`src/rtl/dmem_arbiter.sv`:
```
// dmem_arbiter: shares a single-port data memory between the MIPS core (port 0)
// and a secondary master (port 1). One owner per cycle, registered grants,
// combinational acks, and a bounded burst length while the other port waits.
// Optional feature macro: DMEM_ARB_CPU_PRIORITY_EN (port 0 wins ties and
// preempts port 1; port 0 is still limited by MAX_BURST against port 1).

module dmem_arbiter #(
   parameter int unsigned AW        = 32,
   parameter int unsigned DW        = 32,
   parameter int unsigned MAX_BURST = 4
) (
   input  logic          clk,
   input  logic          reset,
   input  logic          req0,
   input  logic          we0,
   input  logic [AW-1:0] addr0,
   input  logic [DW-1:0] wdata0,
   input  logic          req1,
   input  logic          we1,
   input  logic [AW-1:0] addr1,
   input  logic [DW-1:0] wdata1,
   output logic          gnt0,
   output logic          gnt1,
   output logic          ack0,
   output logic          ack1,
   output logic [DW-1:0] rdata0,
   output logic [DW-1:0] rdata1,
   output logic          mem_we,
   output logic [AW-1:0] mem_a,
   output logic [DW-1:0] mem_wd,
   input  logic [DW-1:0] mem_rd,
   output logic          busy
);

`ifdef DMEM_ARB_CPU_PRIORITY_EN
   localparam bit CpuPriority = 1'b1;
`else
   localparam bit CpuPriority = 1'b0;
`endif

   localparam int unsigned  CW     = $clog2(MAX_BURST + 1);
   localparam logic [CW-1:0] CntMax = CW'(MAX_BURST);
   localparam logic [CW:0]   BurstLimit = (CW + 1)'(MAX_BURST);

   typedef enum logic [1:0] {
      StIdle = 2'd0,
      StOwn0 = 2'd1,
      StOwn1 = 2'd2
   } state_e;

   state_e        state_q, state_d;
   logic          last_q, last_d;     // 1 = port 1 owned most recently
   logic [CW-1:0] cnt_q, cnt_d;
   logic [CW:0]   cnt_inc;
   logic          burst_done;
   logic          tie_to1;

   // The beat in flight is the last one this tenure may take while contended.
   assign cnt_inc    = {1'b0, cnt_q} + {{CW{1'b0}}, 1'b1};
   assign burst_done = (cnt_inc >= BurstLimit);
   assign tie_to1    = ~CpuPriority & ~last_q;

   // Next-state: ownership decision, tenure bookkeeping on entry, beat counting.
   always_comb begin
      state_d = state_q;
      last_d  = last_q;
      cnt_d   = cnt_q;
      unique case (state_q)
         StIdle: begin
            if (req0 && req1)  state_d = tie_to1 ? StOwn1 : StOwn0;
            else if (req0)     state_d = StOwn0;
            else if (req1)     state_d = StOwn1;
         end
         StOwn0: begin
            if (!req0)                    state_d = req1 ? StOwn1 : StIdle;
            else if (req1 && burst_done)  state_d = StOwn1;
         end
         StOwn1: begin
            if (!req1)                                   state_d = req0 ? StOwn0 : StIdle;
            else if (req0 && (burst_done || CpuPriority)) state_d = StOwn0;
         end
         default: state_d = StIdle;
      endcase

      if ((state_d != state_q) && (state_d != StIdle)) begin
         cnt_d  = '0;
         last_d = (state_d == StOwn1);
      end else if ((ack0 || ack1) && (cnt_q != CntMax)) begin
         cnt_d = cnt_q + 1'b1;
      end
   end

   // State registers with asynchronous reset; reset drops any beat in flight.
   always_ff @(posedge clk or posedge reset) begin
      if (reset) begin
         state_q <= StIdle;
         last_q  <= 1'b1;
         cnt_q   <= '0;
      end else begin
         state_q <= state_d;
         last_q  <= last_d;
         cnt_q   <= cnt_d;
      end
   end

   assign gnt0   = (state_q == StOwn0);
   assign gnt1   = (state_q == StOwn1);
   assign ack0   = gnt0 & req0;
   assign ack1   = gnt1 & req1;
   assign busy   = (state_q != StIdle);
   assign mem_we = (ack0 & we0) | (ack1 & we1);
   assign rdata0 = mem_rd;
   assign rdata1 = mem_rd;

   // Memory address/data mux: owner's values, zero when nobody owns the memory.
   always_comb begin
      mem_a  = '0;
      mem_wd = '0;
      if (gnt0) begin
         mem_a  = addr0;
         mem_wd = wdata0;
      end else if (gnt1) begin
         mem_a  = addr1;
         mem_wd = wdata1;
      end
   end

endmodule

```
`config.mk`:
```
export PLATFORM = sky130hd
export DESIGN_NAME = dmem_arbiter
export DESIGN_NICKNAME = d
export VERILOG_FILES = /design/src/rtl/dmem_arbiter.sv
export SDC_FILE = /design/constraint.sdc
export NUM_CORES = 1
export LEC_CHECK = 0
export ABC_CLOCK_PERIOD_IN_PS = 2500
export BUFFER_PORTS_ARGS = -buffer_cell sky130_fd_sc_hd__buf_2
export CORE_AREA = 2 2 116 118
export CTS_BUF_LIST = sky130_fd_sc_hd__clkbuf_16
export DETAILED_ROUTE_END_ITERATION = 8
export DIE_AREA = 0 0 118 120
export PLACE_DENSITY = 0.52
export SETUP_SLACK_MARGIN = 0.3
export SLEW_MARGIN = 20
export SYNTH_ARGS = -nofsm -noshare
export SYNTH_HDL_FRONTEND = slang
export SYNTH_SLANG_ARGS = --single-unit
export TNS_END_PERCENT = 20
```
`constraint.sdc`:
```
create_clock -name clk -period 2.5 [get_ports clk]
set_input_delay 0.125 -clock clk [delete_from_list [all_inputs] [get_ports clk]]
set_output_delay 0.125 -clock clk [all_outputs]
set_load 0.03 [all_outputs]
```
==> results.cfg <==
[outcome]
status = completed

[worst_setup_path]
cp-start-kind = flip-flop
r2r_start = cnt_q[1]
startpoint = state_q[1]
worstPathRequired_ps = 2380
r2r_setup_slack_ps = 830
crit_type = flip-flop to output pin
reg2reg_depth = 5
worst_setup_path_end_kind = output pin
cp_max_fo = 64
r2r_end = cnt_q[0]
worstPathArrival_ps = 1770

[worst_hold_path]
hold_class = input port to flip-flop
min-delay-start = req0
hold_end = state_q[0]
min_path_cells = 3

[routing]
drt_iter0_markers = 63
drc = 0
wl_per_cell_um = 13.43
drt-total-wl_um = 6768
drt-vias-per-instance = 3.948
drtPass1Iterations = 4
antenna_left = 0
vias = 1990

[grt]
antenna_found_initial = 1
track_usage_pct = 8.742
first_global_vias = 1897
grt.overflow.total = 0
grt_max_degree = 65
grt_pass1_wl_um = 10070

[power]
p_total_mw = 1.804
max-vdd-ir-drop_uv = 537.6
netSwitchingFraction_pct = 53.96
power_frac_seq_pct = 9.5
pwr-share-clk_pct = 14.3
power_switching_uw = 973.4
combPwrFrac_pct = 76.2
leakage_nw = 1.386
p_int_uw = 830.4
p_per_area_nw_per_um2 = 756.0

[sta]
tightestPinTransition_ps = 354.8
rsz0062_at_grt = no
period_share_pct = 75.90
hold_violations = 0
finalClockSkew_ps = 0.5990
max_freq_mhz = 527.0
slew_violations = 0
slew_headroom_pct = 76.35
min_period_ps = 1897
setup_viol = 0
timing.final.ws_setup_ps = 602.5
setup-tns-final_ps = 0

[layout]
drive_gt1_share_pct = 65.64
area_growth_pct = 53.05
fillCellCount = 1451
final_area_um2 = 2386
finalNetCount = 495

[synthesis]
synth-seq-cells = 6
ys.flop_type = dfrtp_1
synth_largest_area_cell = a22o_1
synthArstFlopShare_pct = 100.0
avgSynthCellArea_um2 = 7.995
synth-simple-area-share_pct = 8.668
synth_edf_count = 0
synth_nets = 363
synthesis.area_um2 = 1559
synth_fa_ha_area_share_pct = 1.605
synth_mux_area_share_pct = 1.284
netlist.area_leader.share_pct = 36.52
synth-compound-area-share_pct = 41.41
synth.top_cells.by_count = a22o_1 (65), buf_4 (65), buf_2 (14), nand2_1 (6), dfrtp_1 (5)
synthTopCellsByArea = a22o_1 (37%), buf_4 (31%), dfrtp_1 (8.0%)
yosysWarningCount = 0
synth.distinct_cells = 26
synth-seq-area-share_pct = 9.711
netlist_instances = 195
synth_top_family_by_area = compound AO/OA/AOI/OAI gates
synth_xor_area_share_pct = 0.5618

[die]
dieArea_um2 = 14160
die-width_um = 118
initial_utilization_pct = 12.01
pin_count = 300
die_height_um = 120
core_um2 = 12980
rows = 42

[cts]
clk_latency_ps = 230
max-clock-path-buffers = 2
clock_sinks = 6
cts_buffers = 3
cts-root-buf = clkbuf_16
cts_resized = 0
postCtsSetupBuffers = 0
htree_num_levels = 1
cts_tree = yes
clk_pin_slew_ps = 30

[placement]
pre_cts_slack_ps = 827.5
gp_congestion = 0.7103
io_buffers = 203
dp_hpwl_um = 5853
place_area_um2 = 2292

[job]
drv_cap = 0
[sequential cells by signal (all words and copies together) (netlist names)]
| name | count |
|---|---|
| state_q | 2 |
| last_q | 1 |
| cnt_q | 3 |
[cells in the final DEF (no fill, tap or decap), drive strengths merged]
cell type    count
inv              5
a2bb2oi          1
nor2             4
buf            205
o21ai            2
nand3b           1
a311oi           2
nand2            6
o211ai           1
or2              1
xnor2            1
nand2b           3
dlygate4sd3      1
nand3            4
nor2b            2
a21oi            5
nand4b           1
a22o            65
diode            2
dfstp            1
ha               2
clkbuf           3
and3b            2
and2             1
mux2i            2
dfrtp            5
[per-stage QoR]
step	util (%)	instances	hold WS [ps]
after floorplan	-	195	-84.77
after global placement	17.66	497	37.81
after detailed placement	17.66	497	40.27
after CTS	18.34	502	186.7
after global routing	18.34	502	221.2
final	18.38	504	198.6
[repair_timing]
action | CTS | global route
hold buffers | 1 | 0
setup endpoints to repair | 0 | 0
endpoints found under the hold margin | 5 | 0
[power by group through the flow]
stage	clock (mW)	combinational (mW)	sequential, mW
floorplan	0	1.17	0.154
global placement	0	1.37	0.170
detailed placement	0	1.38	0.172
CTS	0.265	1.39	0.171
global route	0.271	1.47	0.179
finish	0.259	1.37	0.171
[layer usage]
| layer | up-vias | GRT usage (%) | wire length, µm |
|---|---|---|---|
| met1 | 908 | 10.05 | 2577 |
| li1 | 928 | - | - |
| met3 | 3 | 4.610 | 924 |
| met2 | 151 | 14.79 | 3260 |
| met4 | 0 | 1.130 | 5 |
| met5 | - | 0 | 0 |
[worst max-delay path, stage by stage, from the launching register on]
cell     delay [ps]
dfrtp_1         540
nor2b_4         250
buf_12          260
a22o_1          230
buf_2           210
[how the worst max path moves through the flow]
stage / endpoint / slack, ps / depth (start not counted)
2_1_floorplan: cnt_q[0] / 1050 / 5
3_3_place_gp: cnt_q[0] / 860 / 5
3_5_place_dp: cnt_q[0] / 830 / 5
4_1_cts: mem_wd[31] / 600 / 4
5_1_grt: mem_wd[31] / 480 / 4
6_report: mem_wd[2] / 600 / 4
[kinds of logic after synthesis]
family                   after synthesis
multiplexers                           2
XOR/XNOR                               1
flip-flops                             6
AND/OR/NAND/NOR                       25
AO/OA/AOI/OAI                         76
buffers and inverters                 83
adder cells (fa/ha/maj)                2
[final cells by class]
class                           instances  area (µm²)  share of cell area, %
Multi-Input combinational cell        106       849.6                  35.61
Clock buffer                            3       75.07                  3.146
Tap cell                              176       220.2                  9.229
Timing Repair Buffer                  206        1066                  44.68
Antenna cell                            2       5.005                 0.2098
Clock inverter                          1       3.754                 0.1573
Sequential cell                         6       151.4                  6.345
Inverter                                4       15.01                 0.6293
Note: power is estimated with default switching activity, not from simulation.
